## src/rtl/signal_param_meter_pkg.sv

```systemverilog
// Shared constants and types for the signal parameter meter.
//   DUTY_SCALE  per-mille full scale for duty
//   PARAM_W     width of the published freq/duty words
//   FREQ_SAT    saturation value of the rising-edge counter
//   GATE_W      width of gate/high-time counters (GATE_CYCLES < 2^27)
//   NUM_W       divider numerator width (high_cnt * 1000)
//   DIV_CYCLES  cycles the sequential divider needs, one per quotient bit
//   meas_state_e  gate-window FSM states
package signal_param_meter_pkg;

   localparam int unsigned DUTY_SCALE = 1000;
   localparam int unsigned PARAM_W    = 16;
   localparam logic [PARAM_W-1:0] FREQ_SAT = 16'hFFFF;
   localparam int unsigned GATE_W     = 27;
   localparam int unsigned NUM_W      = 37;
   localparam int unsigned DIV_CYCLES = NUM_W;

   typedef enum logic {
      IDLE = 1'b0,
      GATE = 1'b1
   } meas_state_e;

endpackage

```

## src/rtl/signal_param_meter_if.sv

```systemverilog
// Bus between the measurement block and its environment.
//   meas_enable  run gate windows while high
//   sig_in       asynchronous digitised test signal
//   freq/duty    last window's edge count and per-mille duty
//   freq_ovf     last window saturated freq
//   param_valid  1-cycle strobe when freq/duty/freq_ovf update
//   busy         gate window or division in progress
// master drives the controls and reads results; slave is the meter.
interface signal_param_meter_if;
   import signal_param_meter_pkg::*;

   logic               meas_enable;
   logic               sig_in;
   logic [PARAM_W-1:0] freq;
   logic [PARAM_W-1:0] duty;
   logic               freq_ovf;
   logic               param_valid;
   logic               busy;

   modport master (output meas_enable, sig_in,
                   input  freq, duty, freq_ovf, param_valid, busy);
   modport slave  (input  meas_enable, sig_in,
                   output freq, duty, freq_ovf, param_valid, busy);
endinterface

```

## src/rtl/signal_param_meter_seq_divider.sv

```systemverilog
// Unsigned restoring divider, one quotient bit per clock.
//   clk, rst  clock and synchronous active-high reset
//   start     load num/den and begin (ignored bits of a running divide are lost)
//   num, den  NUM_W-bit numerator, DEN_W-bit denominator
//   quo       quotient, valid while done is high
//   active    division in progress
//   done      1-cycle strobe, NUM_W cycles after the start cycle's edge
module seq_divider #(
   parameter int NUM_W = 37,
   parameter int DEN_W = 27
) (
   input  logic             clk,
   input  logic             rst,
   input  logic             start,
   input  logic [NUM_W-1:0] num,
   input  logic [DEN_W-1:0] den,
   output logic [NUM_W-1:0] quo,
   output logic             active,
   output logic             done
);
   localparam int CNT_W = $clog2(NUM_W);

   // numerator bits leave at the top while quotient bits enter at the bottom
   logic [NUM_W-1:0] shift_q;
   logic [DEN_W-1:0] rem_q;
   logic [DEN_W-1:0] den_q;
   logic [CNT_W-1:0] bit_cnt;
   logic [DEN_W:0]   trial;
   logic             take;
   logic [DEN_W-1:0] rem_nxt;

   always_comb begin
      trial   = {rem_q, shift_q[NUM_W-1]};
      take    = (trial >= {1'b0, den_q});
      rem_nxt = take ? DEN_W'(trial - {1'b0, den_q}) : trial[DEN_W-1:0];
   end

   always_ff @(posedge clk) begin
      if (rst) begin
         active  <= 1'b0;
         done    <= 1'b0;
         bit_cnt <= '0;
      end else begin
         done <= 1'b0;
         if (start) begin
            active  <= 1'b1;
            bit_cnt <= '0;
         end else if (active) begin
            bit_cnt <= bit_cnt + 1'b1;
            if (bit_cnt == CNT_W'(NUM_W - 1)) begin
               active <= 1'b0;
               done   <= 1'b1;
            end
         end
      end
   end

   always_ff @(posedge clk) begin
      if (start) begin
         shift_q <= num;
         rem_q   <= '0;
         den_q   <= den;
      end else if (active) begin
         shift_q <= {shift_q[NUM_W-2:0], take};
         rem_q   <= rem_nxt;
      end
   end

   assign quo = shift_q;
endmodule

```

## src/rtl/signal_param_meter.sv

```systemverilog
// Gate-window frequency / duty meter.
//   clk  system clock
//   rst  synchronous active-high reset
//   bus  slave side of signal_param_meter_if (meas_enable, sig_in in;
//        freq, duty, freq_ovf, param_valid, busy out)
// Back-to-back windows of GATE_CYCLES clocks count rising edges and high
// cycles of the synchronised input; each closed window is converted to
// per-mille duty by seq_divider and published with a 1-cycle strobe.
module signal_param_meter
   import signal_param_meter_pkg::*;
#(
   parameter int unsigned GATE_CYCLES = 100_000_000,
   parameter int unsigned SYNC_STAGES = 2
) (
   input  logic                 clk,
   input  logic                 rst,
   signal_param_meter_if.slave  bus
);
   localparam logic [GATE_W-1:0] GATE_LAST = GATE_W'(GATE_CYCLES - 1);
   localparam logic [GATE_W-1:0] GATE_DEN  = GATE_W'(GATE_CYCLES);

   function automatic logic [PARAM_W:0] count_edge(input logic [PARAM_W-1:0] cnt,
                                                   input logic ovf, input logic rise_i);
      // returns {ovf, cnt}; the edge counter sticks at FREQ_SAT
      if (!rise_i)             return {ovf, cnt};
      else if (cnt == FREQ_SAT) return {1'b1, cnt};
      else                      return {ovf, cnt + 1'b1};
   endfunction

   function automatic logic [PARAM_W-1:0] clamp_duty(input logic [NUM_W-1:0] q);
      if (q > NUM_W'(DUTY_SCALE)) return PARAM_W'(DUTY_SCALE);
      else                        return q[PARAM_W-1:0];
   endfunction

   meas_state_e        state, state_nxt;
   logic [SYNC_STAGES-1:0] sync_chain;
   logic               s, s_d, rise;
   logic [GATE_W-1:0]  gate_cnt, high_cnt, high_nxt;
   logic [PARAM_W-1:0] edge_cnt, edge_nxt, freq_snap;
   logic               ovf_acc, ovf_nxt, ovf_snap;
   logic               counting, win_close;
   logic [NUM_W-1:0]   div_num, div_quo;
   logic               div_active, div_done;
   logic [PARAM_W-1:0] freq_q, duty_q;
   logic               ovf_q, valid_q;

   // ---- input synchroniser and edge detect
   always_ff @(posedge clk) begin
      if (rst) begin
         sync_chain <= '0;
         s_d        <= 1'b0;
      end else begin
         sync_chain <= {sync_chain[SYNC_STAGES-2:0], bus.sig_in};
         s_d        <= s;
      end
   end

   assign s    = sync_chain[SYNC_STAGES-1];
   assign rise = s & ~s_d;

   // ---- gate-window FSM
   always_ff @(posedge clk) begin
      if (rst) state <= IDLE;
      else     state <= state_nxt;
   end

   always_comb begin
      state_nxt = state;
      case (state)
         IDLE:    if (bus.meas_enable)  state_nxt = GATE;
         GATE:    if (!bus.meas_enable) state_nxt = IDLE;
         default: state_nxt = IDLE;
      endcase
   end

   // ---- window counters; the closing cycle's rise/s go into the snapshot
   always_comb begin
      counting            = (state == GATE) && bus.meas_enable;
      win_close           = counting && (gate_cnt == GATE_LAST);
      {ovf_nxt, edge_nxt} = count_edge(edge_cnt, ovf_acc, rise);
      high_nxt            = high_cnt + GATE_W'(s);
      div_num             = NUM_W'(high_nxt) * NUM_W'(DUTY_SCALE);
   end

   always_ff @(posedge clk) begin
      if (rst || win_close || !counting) begin
         gate_cnt <= '0;
         edge_cnt <= '0;
         ovf_acc  <= 1'b0;
         high_cnt <= '0;
      end else begin
         gate_cnt <= gate_cnt + 1'b1;
         edge_cnt <= edge_nxt;
         ovf_acc  <= ovf_nxt;
         high_cnt <= high_nxt;
      end
   end

   // snapshot is consumed DIV_CYCLES+1 cycles later, long before the next close
   always_ff @(posedge clk) begin
      if (win_close) begin
         freq_snap <= edge_nxt;
         ovf_snap  <= ovf_nxt;
      end
   end

   seq_divider #(
      .NUM_W (NUM_W),
      .DEN_W (GATE_W)
   ) u_div (
      .clk    (clk),
      .rst    (rst),
      .start  (win_close),
      .num    (div_num),
      .den    (GATE_DEN),
      .quo    (div_quo),
      .active (div_active),
      .done   (div_done)
   );

   // ---- publish registers
   always_ff @(posedge clk) begin
      if (rst) begin
         freq_q  <= '0;
         duty_q  <= '0;
         ovf_q   <= 1'b0;
         valid_q <= 1'b0;
      end else begin
         valid_q <= div_done;
         if (div_done) begin
            freq_q <= freq_snap;
            ovf_q  <= ovf_snap;
            duty_q <= clamp_duty(div_quo);
         end
      end
   end

   assign bus.freq        = freq_q;
   assign bus.duty        = duty_q;
   assign bus.freq_ovf    = ovf_q;
   assign bus.param_valid = valid_q;
   assign bus.busy        = (state == GATE) | div_active;
endmodule
```

## src/flat_wrapper.sv

```systemverilog
// flat-port wrapper written by rule: the top's interface ports become plain ports
module signal_param_meter_flat import signal_param_meter_pkg::*;
#(
   parameter int unsigned GATE_CYCLES = 100_000_000,
   parameter int unsigned SYNC_STAGES = 2
)
  (clk, rst, bus_meas_enable, bus_sig_in, bus_freq, bus_duty, bus_freq_ovf, bus_param_valid, bus_busy);
  signal_param_meter_if bus_i ();
  input  logic clk;
  input  logic rst;
  input wire logic [$bits(bus_i.meas_enable)-1:0] bus_meas_enable;
  input wire logic [$bits(bus_i.sig_in)-1:0] bus_sig_in;
  output wire logic [$bits(bus_i.freq)-1:0] bus_freq;
  output wire logic [$bits(bus_i.duty)-1:0] bus_duty;
  output wire logic [$bits(bus_i.freq_ovf)-1:0] bus_freq_ovf;
  output wire logic [$bits(bus_i.param_valid)-1:0] bus_param_valid;
  output wire logic [$bits(bus_i.busy)-1:0] bus_busy;
  assign bus_i.meas_enable = bus_meas_enable;
  assign bus_i.sig_in = bus_sig_in;
  assign bus_freq = bus_i.freq;
  assign bus_duty = bus_i.duty;
  assign bus_freq_ovf = bus_i.freq_ovf;
  assign bus_param_valid = bus_i.param_valid;
  assign bus_busy = bus_i.busy;
  signal_param_meter #(.GATE_CYCLES(GATE_CYCLES), .SYNC_STAGES(SYNC_STAGES)) u_core (.clk(clk), .rst(rst), .bus(bus_i));
endmodule
```

## config.mk

```make
export PLATFORM = sky130hd
export DESIGN_NAME = signal_param_meter_flat
export DESIGN_NICKNAME = d
export VERILOG_FILES = /design/src/rtl/signal_param_meter_pkg.sv /design/src/rtl/signal_param_meter_if.sv /design/src/rtl/signal_param_meter_seq_divider.sv /design/src/rtl/signal_param_meter.sv /design/src/flat_wrapper.sv
export SDC_FILE = /design/constraint.sdc
export NUM_CORES = 1
export LEC_CHECK = 0
export BUFFER_PORTS_ARGS = -buffer_cell sky130_fd_sc_hd__buf_2
export CAP_MARGIN = 5
export CORE_MARGIN = 2
export CORE_UTILIZATION = 60
export DETAILED_ROUTE_END_ITERATION = 7
export PLACE_DENSITY = 0.86
export SYNTH_ARGS = -nofsm -noshare
export SYNTH_HDL_FRONTEND = slang
export SYNTH_HIERARCHICAL = 1
export SYNTH_SLANG_ARGS = --single-unit
export TNS_END_PERCENT = 50
```

## constraint.sdc

```tcl
create_clock -name clk -period 14.86 [get_ports clk]
set_input_delay 2.229 -clock clk [delete_from_list [all_inputs] [get_ports clk]]
set_output_delay 2.229 -clock clk [all_outputs]
set_load 0.01 [all_outputs]
```

# Yosys cells after proc, flatten, opt, wreduce, memory -nomap -nowiden
# Index checks and enable logic that the tools add are counted.
dict set report word_totals {
  regBits 198
  latchBits 0
  ramBits 0
  mem_bits_ro 0
  out_inout_bits 35
  n_memories 0
}
dict set report classes {
  n_addsub 5
  n_mul 1
  div 0
  n_lt_le_gt_ge 2
  n_eq_ne 3
  shifts 0
  muxes 11
  bitwise 4
  n_reduce_logical 8
}
# cell n
set ops {}
lappend ops {{two-way mux 37 bit} 2}
lappend ops {{greater-than comparator 37 x 10 -> 1 bit, second input constant} 1}
lappend ops {{multiplier 27 x 7 -> 34 bit, second input constant} 1}
lappend ops {{two-way mux 17 bit} 2}
lappend ops {{greater-or-equal comparator 28 x 27 -> 1 bit, second input constant} 1}
lappend ops {{adder 27 x 1 -> 27 bit} 1}
lappend ops {{adder 27 x 1 -> 27 bit, second input constant} 1}
lappend ops {{== test 27 bit, second input constant} 1}
lappend ops {{two-way mux 27 bit} 1}
lappend ops {{subtractor 27 bit, second input constant} 1}
lappend ops {{adder 16 x 1 -> 16 bit, second input constant} 1}
lappend ops {{== test 16 bit, second input constant} 1}
lappend ops {{two-way mux 16 bit} 1}
lappend ops {{adder 6 x 1 -> 6 bit, second input constant} 1}
lappend ops {{== test 6 bit, second input constant} 1}
lappend ops {{two-way mux 1 bit} 5}
lappend ops {{OR reduction 3 bit} 1}
lappend ops {{logical AND 1 bit} 2}
lappend ops {{logical OR 1 bit} 2}
lappend ops {{inverter 1 bit} 2}
lappend ops {{nonzero test 2 bit} 1}
lappend ops {{OR reduction 2 bit} 1}
lappend ops {{bitwise AND 1 bit} 1}
lappend ops {{zero test 1 bit} 1}
lappend ops {{bitwise OR 1 bit} 1}

# Depth between registers and ports, before layout
# Gate-level depths: netlist of the first run.
dict set report depth {
  ltp_word 4
  depth_mapped 26
  ltp_nobuf 26
}

# Hierarchy
# The synthesis of the first run kept the hierarchy.
# mod n_inst cells_per_inst area_per_inst_um2 seq_area_each_um2
set by_module_without_submodules {}
lappend by_module_without_submodules {signal_param_meter 1 1036 9623.0 2692.6}
lappend by_module_without_submodules {seq_divider 1 517 5624.1 2622.5}

# Least setup slack after synthesis of the first run
# No wires, ideal clock.
dict set report synth_path {
  path_type {reg-to-reg}
  start {register u_core.high_cnt[6]}
  end {register u_core.u_div.shift_q[34] (netlist: u_core/u_div/quo[34]), data pin}
  setup_time_ns 0.260
  arrival_time_ns 5.846
  path_slack_ns 8.754
  path_stages_with_launch 24
  path_buffers 1
  synth_period_minus_slack_ns 6.106
  path_cell_list {dfxtp_1 > and3_1 > and3_1 > and2_1 > and3_1 > nand2_1 > nor2_1 > xnor2_1 > inv_1 > fa_1 > inv_1 > fa_1 > fa_1 > fa_1 > inv_1 > ha_1 > clkbuf_1 > and3_1 > nand4_1 > or4b_1 > o211ai_1 > a21oi_1 > xnor2_1 > mux2_2}
}
dict set report synth_via {
  elab_chain_len 3
}
# element line
set synth_lines {}
lappend synth_lines {{start: declaration} signal_param_meter.sv:38} ;# logic [GATE_W-1:0] gate_cnt, high_cnt, high_nxt;
lappend synth_lines {{start signal: assignment} signal_param_meter.sv:95} ;# high_cnt <= high_nxt;
lappend synth_lines {{adder 27 x 1 -> 27 bit} signal_param_meter.sv:81} ;# high_nxt = high_cnt + GATE_W'(s);
lappend synth_lines {{named net u_core.high_nxt[21]} signal_param_meter.sv:38}
lappend synth_lines {{multiplier 27 x 7 -> 34 bit} signal_param_meter.sv:82} ;# div_num = NUM_W'(high_nxt) * NUM_W'(DUTY_SCALE);
lappend synth_lines {{named net u_core.div_num[34]} signal_param_meter.sv:42} ;# logic [NUM_W-1:0] div_num, div_quo;
lappend synth_lines {{two-way mux 37 bit} signal_param_meter_seq_divider.sv:59} ;# if (start) begin
lappend synth_lines {{end signal: assignment} signal_param_meter_seq_divider.sv:60} ;# shift_q <= num;
lappend synth_lines {{end signal: assignment} signal_param_meter_seq_divider.sv:64} ;# shift_q <= {shift_q[NUM_W-2:0], take};
lappend synth_lines {{end: declaration} signal_param_meter_seq_divider.sv:24} ;# logic [NUM_W-1:0] shift_q;
# The timed path passes the listed nets, and every way through them passes these cells.
# A chain may end at the register's enable or synchronous reset.

# Final worst setup path of the first run
dict set report layout_path {
  start {register u_core.sync_chain[1]}
  end {register u_core.u_div.shift_q[34] (netlist: u_core/u_div/quo[34]), data pin}
}
dict set report layout_via {
  elab_chain_len 3
}
# element line
set layout_lines {}
lappend layout_lines {{start: declaration} signal_param_meter.sv:36} ;# logic [SYNC_STAGES-1:0] sync_chain;
lappend layout_lines {{start signal: assignment} signal_param_meter.sv:53} ;# sync_chain <= {sync_chain[SYNC_STAGES-2:0], bus.sig_in};
lappend layout_lines {{adder 27 x 1 -> 27 bit} signal_param_meter.sv:81}
lappend layout_lines {{named net u_core.high_nxt[21]} signal_param_meter.sv:38}
lappend layout_lines {{multiplier 27 x 7 -> 34 bit} signal_param_meter.sv:82}
lappend layout_lines {{named net u_core.div_num[34]} signal_param_meter.sv:42}
lappend layout_lines {{two-way mux 37 bit} signal_param_meter_seq_divider.sv:59}
# The timed path passes the listed nets, and every way through them passes these cells.

==> results of run 1 <==
==> report_power, final <==
| part | internal [W] | switching [W] |
|---|---|---|
| clock network | 0.000340 | 0.000241 |
| logic | 0.00000268 | 0.00000799 |
| registers | 0.000635 | 0.000000356 |
| total | 0.000978 | 0.000249 |
==> through the flow <==
stage                     setup slack, ns  std cells  instance area (um2)  power, W   util
after floorplan                      8.75       1581                15400  0.000656      -
after global placement               8.55       1911                15800  0.000659  0.631
after detailed placement             8.30       1911                15800  0.000659  0.631
after CTS                            8.29       1957                16600   0.00124  0.662
after global routing                 7.91       1957                16600   0.00126  0.662
final                                8.28       1958                16600   0.00123  0.662
==> flip-flops by register name, indices dropped and copies added (netlist names), 2 cells and up <==
| signal | cells |
|---|---|
| u_core/bus.freq | 16 |
| u_core/u_div/quo | 37 |
| u_core/sync_chain | 2 |
| u_core/freq_snap | 16 |
| u_core/bus.duty | 16 |
| u_core/u_div/bit_cnt | 6 |
| u_core/u_div/den_q | 27 |
| u_core/u_div/rem_q | 27 |
| u_core/gate_cnt | 27 |
| u_core/edge_cnt | 16 |
| u_core/high_cnt | 27 |
==> metal layers <==
layer	track usage	wire length, um	vias up
met4	0.0531	565	0
li1	-	-	5389
met2	0.375	14400	284
met3	0.0259	1280	54
met5	0	0	-
met1	0.318	14000	5400
==> cell type report <==
class	instances	area, um2	area share
Sequential cell	225	5320	0.321
Antenna cell	1	2.50	0.000151
Tap cell	330	413	0.0249
Timing Repair Buffer	44	235	0.0142
Inverter	162	608	0.0367
Clock inverter	8	58.8	0.00355
Multi-Input combinational cell	1150	9220	0.556
Clock buffer	38	727	0.0438
==> cell usage in the layout, fill, tap and decap left out, types with 36 or more instances in the layout <==
cell      instances
ha_1             97
dfxtp_1         143
inv_1           161
nand2_1         109
fa_1             82
nor2b_1          36
buf_2            38
xor2_1           53
mux2_2           38
a21oi_1          74
xnor2_1          75
edfxtp_1         81
nor2_1          165
==> critical path, cell delays in order, from the launching register on <==
cell and delay, ns:
dfxtp_1 0.38, ha_1 0.24, nand3_1 0.15, nor2_1 0.38, nand2_1 0.22, nor2_1 0.16, xnor2_1 0.28, inv_1 0.24
fa_1 0.57, inv_1 0.05, fa_1 0.50, inv_1 0.05, fa_1 0.51, inv_1 0.06, fa_1 0.51, inv_1 0.05
ha_1 0.36, and3_1 0.26, nand4_1 0.20, or4b_1 0.57, o211ai_1 0.10, a21oi_1 0.10, xnor2_1 0.13, mux2_2 0.26
==> Yosys cell counts, types with 4 or more instances <==
master    instances  area, um2
xor2_1           53        464
maj3_1            6       60.1
buf_6             5       56.3
nand2_1         109        409
nand3b_1          4       30.0
or2_2            13       81.3
o21ai_0          24        120
a311oi_2         17        255
buf_1             4       15.0
o21ai_1           7       35.0
nor4b_1           7       61.3
fa_1             82       1640
a21oi_1          74        370
nand2b_1          8       50.1
nor4_1            8       50.1
a31oi_1           9       56.3
a311oi_1          5       43.8
inv_1           161        604
or2_1             5       31.3
nor2b_1          36        225
ha_1             97       1210
buf_2             6       30.0
dfxtp_1         144       2880
edfxtp_1         81       2430
o31a_1            4       35.0
nand3_1          30        150
nor2_1          165        619
o21bai_1          6       45.0
clkbuf_1         28        105
o21a_1           14        105
and3_1           26        163
mux2i_1          21        210
xnor2_1          75        657
mux2_2           38        428
and2_1           14       87.6
a21o_1           30        225
nand4_1          26        163
xor2_2            8        130
or3_1             7       43.8
nor3_1           18       90.1
a211oi_1         12       90.1
o211ai_1          9       67.6
==> how the worst max path moves through the flow <==
stage                         start                    to  slack [ns]
3_3_place_gp     u_core/high_cnt[6]  u_core/u_div/quo[34]        8.55
6_report       u_core/sync_chain[1]  u_core/u_div/quo[34]        8.28
3_5_place_dp   u_core/sync_chain[1]  u_core/u_div/quo[34]        8.30
2_1_floorplan    u_core/high_cnt[6]  u_core/u_div/quo[34]        8.75
4_1_cts        u_core/sync_chain[1]  u_core/u_div/quo[34]        8.29
5_1_grt        u_core/sync_chain[1]  u_core/u_div/quo[35]        7.91
==> cells by family after synthesis <==
| kind of cell | share of synthesized area |
|---|---|
| DFF | 0.349 |
| muxes | 0.0419 |
| xor gates and xnor gates | 0.0853 |
| buffers and inverters | 0.0537 |
| adders and majority gates | 0.191 |
| other | 0.000493 |
| AOI/OAI and AO/OA | 0.122 |
| and+or+nand+nor | 0.157 |
==> flow_metrics.tcl, run 1 <==
set metrics [dict create \
    via_per_inst 5.68 \
    min_from "u_core/bus.duty[15]" \
    grt_pass1_vias 10900 \
    cts_made_buffers 25 \
    powerDensity_nw_per_um2 74.0 \
    synthCells 1553 \
    first_pass_iters 6 \
    grt_usage 0.226 \
    worst_slew_pin_slew_ns 0.972 \
    async_reset_ff_frac 0 \
    finalCriticalPeriod_ns 6.58 \
    hold-worst-slack_ns 0.454 \
    yosysWarnings 6 \
    synth-seq-area-share 0.349 \
    grt_max_degree 60 \
    cp.arrival_ns 6.85 \
    synth_seq_cells 225 \
    skew_ns 0.00923 \
    cts_root_buf "clkbuf_16" \
    relSlewSlack 0.347 \
    reg2reg_slack_ns 8.28 \
    peakVddDrop_v 0.0000844 \
    startpoint_type "flop" \
    setup_viol 0 \
    clock_latency_ns 0.52 \
    post_drt_wl_per_cell_um 15.4 \
    die_h_um 163 \
    clockBufferDepth 3 \
    nets 1791 \
    core_um2 25000 \
    worst-setup-path-type "reg -> reg" \
    vias 11100 \
    syn_area_um2 15200 \
    hold_path_class "reg -> reg" \
    min_to "u_core/bus.duty[15]" \
    slew_viol_final 0 \
    syn_to_final_growth_pct 8.77 \
    leakagePower_nw 6.74 \
    portBuffers 38 \
    synth_area_per_cell_um2 9.82 \
    fin_tns_setup_ns 0 \
    fin_crit_sh 0.443 \
    finalHoldViolCount 0 \
    maxCapViolations 0 \
    fill_cells 1863 \
    die-area_um2 26700 \
    cp.required_ns 15.13 \
    rsz0062_at_grt "false" \
    cts.sinks 225 \
    drt-total-wl_um 30200 \
    synthFlopType "dfxtp_1" \
    antenna_found_initial 1 \
    cp_max_fo 7 \
    synth_cell_types 81 \
    drt_drc_violations_left 0 \
    endpoint_kind "flop" \
    num_io_pins 39 \
    worstReg2RegEnd "u_core/u_div/quo[34]" \
    outcome "complete, no violations" \
    grt_overflow 0 \
    whs_path_depth 1 \
    ff2ff_path_depth 23 \
    place.gp.congestion 0.892 \
    r2r-start "u_core/sync_chain[1]" \
    postCtsHoldBufs 0 \
    drt_iter0_drc 821 \
    path_clk_slew_ns 0.06 \
    htree_num_levels 1 \
    antenna_left 0 \
    start_util 0.609 \
    cts_tree "built" \
    rows 58 \
    layout-drive-gt1-share 0.112 \
    synth_edf_count 81 \
    cts_setup_buffers 0 \
    fmax_mhz 152 \
    cts_resized 0 \
    hpwl_um 21900 \
    fp.dieW_um 163 \
    grt_pass1_wl_um 50400 \
]
Note: power is estimated with default switching activity, not from simulation.
==> run 2: changes to the inputs <==
ABC_AREA = 1   (was default)
clock period = 6.3 ns   (was 14.86 ns; I/O delays follow)
==> flow_metrics.tcl, run 2 <==
set metrics [dict create \
    synth_seq_cells 225 \
    crit_end "u_core/u_div/quo[29]" \
    power_w 0.00299 \
    synthCells 2536 \
    place_inst 2960 \
    antenna_found_initial 0 \
    yosysMostFrequentCell "nand2_1" \
    vias 15800 \
    finalCriticalPeriod_ns 5.62 \
    cp.arrival_ns 5.92 \
    rows 62 \
    peakVddDrop_v 0.000220 \
    clockBufferDepth 3 \
    final_cell_mix "nand2_1 (836), inv_1 (469), nor2_1 (253), dfxtp_1 (144), nand3_1 (126)" \
    fin_cells 3007 \
    path_clk_slew_ns 0.06 \
    cts_made_buffers 26 \
    grt_max_degree 54 \
    maxCapViolations 0 \
    post_drt_wl_per_cell_um 14.2 \
    synth-seq-area-share 0.303 \
    synth_cell_types 51 \
    rsz0062_at_grt "false" \
    drt_drc_violations_left 0 \
    async_reset_ff_frac 0 \
    setup_viol 0 \
    fmax_mhz 178 \
    core_um2 28800 \
    fin_tns_setup_ns 0 \
    cts_root_buf "clkbuf_16" \
    endpoint_kind "flop" \
    cts.sinks 225 \
    synth_edf_count 81 \
    worst-setup-path-type "reg -> reg" \
    setup_ws_ns 0.680 \
    outcome "complete, no violations" \
    worstReg2RegEnd "u_core/u_div/quo[29]" \
    grt_pass1_vias 15400 \
    fin_crit_sh 0.892 \
    r2r-start "u_core/sync_chain[1]" \
    drt_iter0_drc 1150 \
    cts_tree "built" \
    syn_to_final_growth_pct 8.55 \
    via_per_inst 5.25 \
    antenna_left 0 \
    hpwl_um 32700 \
    start_util 0.609 \
    hold_path_class "reg -> reg" \
    critPathLaunch "u_core/sync_chain[1]" \
    layout_commonest_cell "nand2_1" \
    finish.utilization 0.661 \
    worst_slew_pin_slew_ns 1.03 \
    layout-drive-gt1-share 0.0686 \
    cts_resized 0 \
    skew_ns 0.0171 \
    synth_area_per_cell_um2 6.92 \
    synth_largest_area_cell "nand2_1" \
    cts_setup_buffers 0 \
    fill_cells 2449 \
    cp_max_fo 7 \
    leakagePower_nw 9.56 \
    grt_pass1_wl_um 71700 \
    nets 2787 \
    largest_register_ffs 37 \
    grt_usage 0.283 \
    diodes 0 \
    num_io_pins 39 \
    synthTopCellsByArea "nand2_1 (18%), dfxtp_1 (16%), edfxtp_1 (14%), inv_1 (10%), fa_1 (9.4%)" \
    relSlewSlack 0.310 \
    reg2reg_slack_ns 0.68 \
    yosys-top-cells-count "nand2_1 (836), inv_1 (470), nor2_1 (253)" \
    syn_area_um2 17500 \
    fp.dieW_um 175 \
    yosysWarnings 6 \
    slew_viol_final 0 \
    powerDensity_nw_per_um2 157 \
    synth_top_area_share 0.179 \
    drt-total-wl_um 42600 \
    place.gp.congestion 0.967 \
    dp_slack_ns 0.705 \
    clock_latency_ns 0.55 \
    die-area_um2 30600 \
    first_pass_iters 5 \
    grt_overflow 0 \
    finalHoldViolCount 0 \
    die_h_um 175 \
    htree_num_levels 1 \
    synthFlopType "dfxtp_1" \
    cp.required_ns 6.60 \
    ff2ff_path_depth 24 \
    postCtsHoldBufs 0 \
    startpoint_type "flop" \
    portBuffers 38 \
]
## run 2: changes by cell type after synthesis, moves of 35 or more
cell / before / now
nor2b_1: 36 / 1
mux2_2: 38 / 0
nor2_1: 165 / 253
nand2_1: 109 / 836
nand3_1: 30 / 126
inv_1: 161 / 470
xnor2_1: 75 / 18
## run 2: worst max-delay path, cell delays in order (launching register included)
cell and delay (ns):
dfxtp_1 0.35, ha_1 0.32, nand2_2 0.12, nor2_4 0.15
nand2_4 0.10, nor2_2 0.17, nand2_2 0.11, xor2_1 0.40
inv_1 0.20, fa_1 0.53, inv_1 0.06, fa_1 0.54
fa_1 0.45, fa_1 0.52, inv_1 0.05, ha_1 0.36
nand2_1 0.13, nor2_1 0.18, inv_1 0.08, nor2_1 0.14
nand3_1 0.11, nand4_1 0.11, nand2_1 0.07, nand2_1 0.07
nand2_1 0.06
## run 2: worst min-delay path by stage
| stage | from | endpoint | slack (ns) | cells after the start |
|---|---|---|---|---|
| 2_1_floorplan | u_core/sync_chain[0] | u_core/sync_chain[1] | 0.39 | 2 |
| 3_3_place_gp | u_core/bus.duty[14] | u_core/bus.duty[14] | 0.42 | 2 |
| 3_5_place_dp | u_core/bus.duty[15] | u_core/bus.duty[15] | 0.43 | 2 |
| 4_1_cts | u_core/bus.duty[15] | u_core/bus.duty[15] | 0.44 | 2 |
| 5_1_grt | u_core/bus.duty[15] | u_core/bus.duty[15] | 0.46 | 2 |
| 6_report | u_core/bus.duty[15] | u_core/bus.duty[15] | 0.44 | 2 |
## run 2: cell type report
cell class                 count  area [um2]  area share
clock buffer                  36         698      0.0367
clock inverter                11         115     0.00605
inverter                     484        1820      0.0954
multi-input combinational   1817       10300       0.543
sequential                   225        5320       0.279
tap                          384         480      0.0252
timing repair buffer          50         280      0.0147
## run 2: power by group
| part | switching [W] | internal (W) | leakage, nW |
|---|---|---|---|
| sequential | 0.00000122 | 0.00150 | 1.80 |
| combinational | 0.0000218 | 0.00000678 | 7.37 |
| clock | 0.000612 | 0.000854 | 0.394 |
| total | 0.000635 | 0.00236 | 9.56 |
## run 2: kinds of logic (layout without fill, tap and decap cells)
logic type / after synthesis / after routing / synth area share
buffers and inverters: 522 / 581 / 0.115
and+or+nand+nor: 1396 / 1396 / 0.339
adders and majority gates: 179 / 179 / 0.163
other: 2 / 30 / 0.000428
AOI/OAI and AO/OA: 150 / 150 / 0.0462
xor gates and xnor gates: 62 / 62 / 0.0342
DFF: 225 / 225 / 0.303
## run 2: through the flow
step | instance area [um2] | hold slack (ns)
2_1_floorplan | 17600 | 0.388
3_3_place_gp | 18200 | 0.425
3_5_place_dp | 18200 | 0.431
4_1_cts | 19000 | 0.442
5_1_grt | 19000 | 0.458
6_report | 19000 | 0.443
## run 2: per-layer routing
layer,vias up,global-route usage,routed length [um]
met4,0,0.105,1360
met2,488,0.506,21000
met5,-,0,0
met3,117,0.0370,2420
li1,7916,-,-
met1,7263,0.347,17800
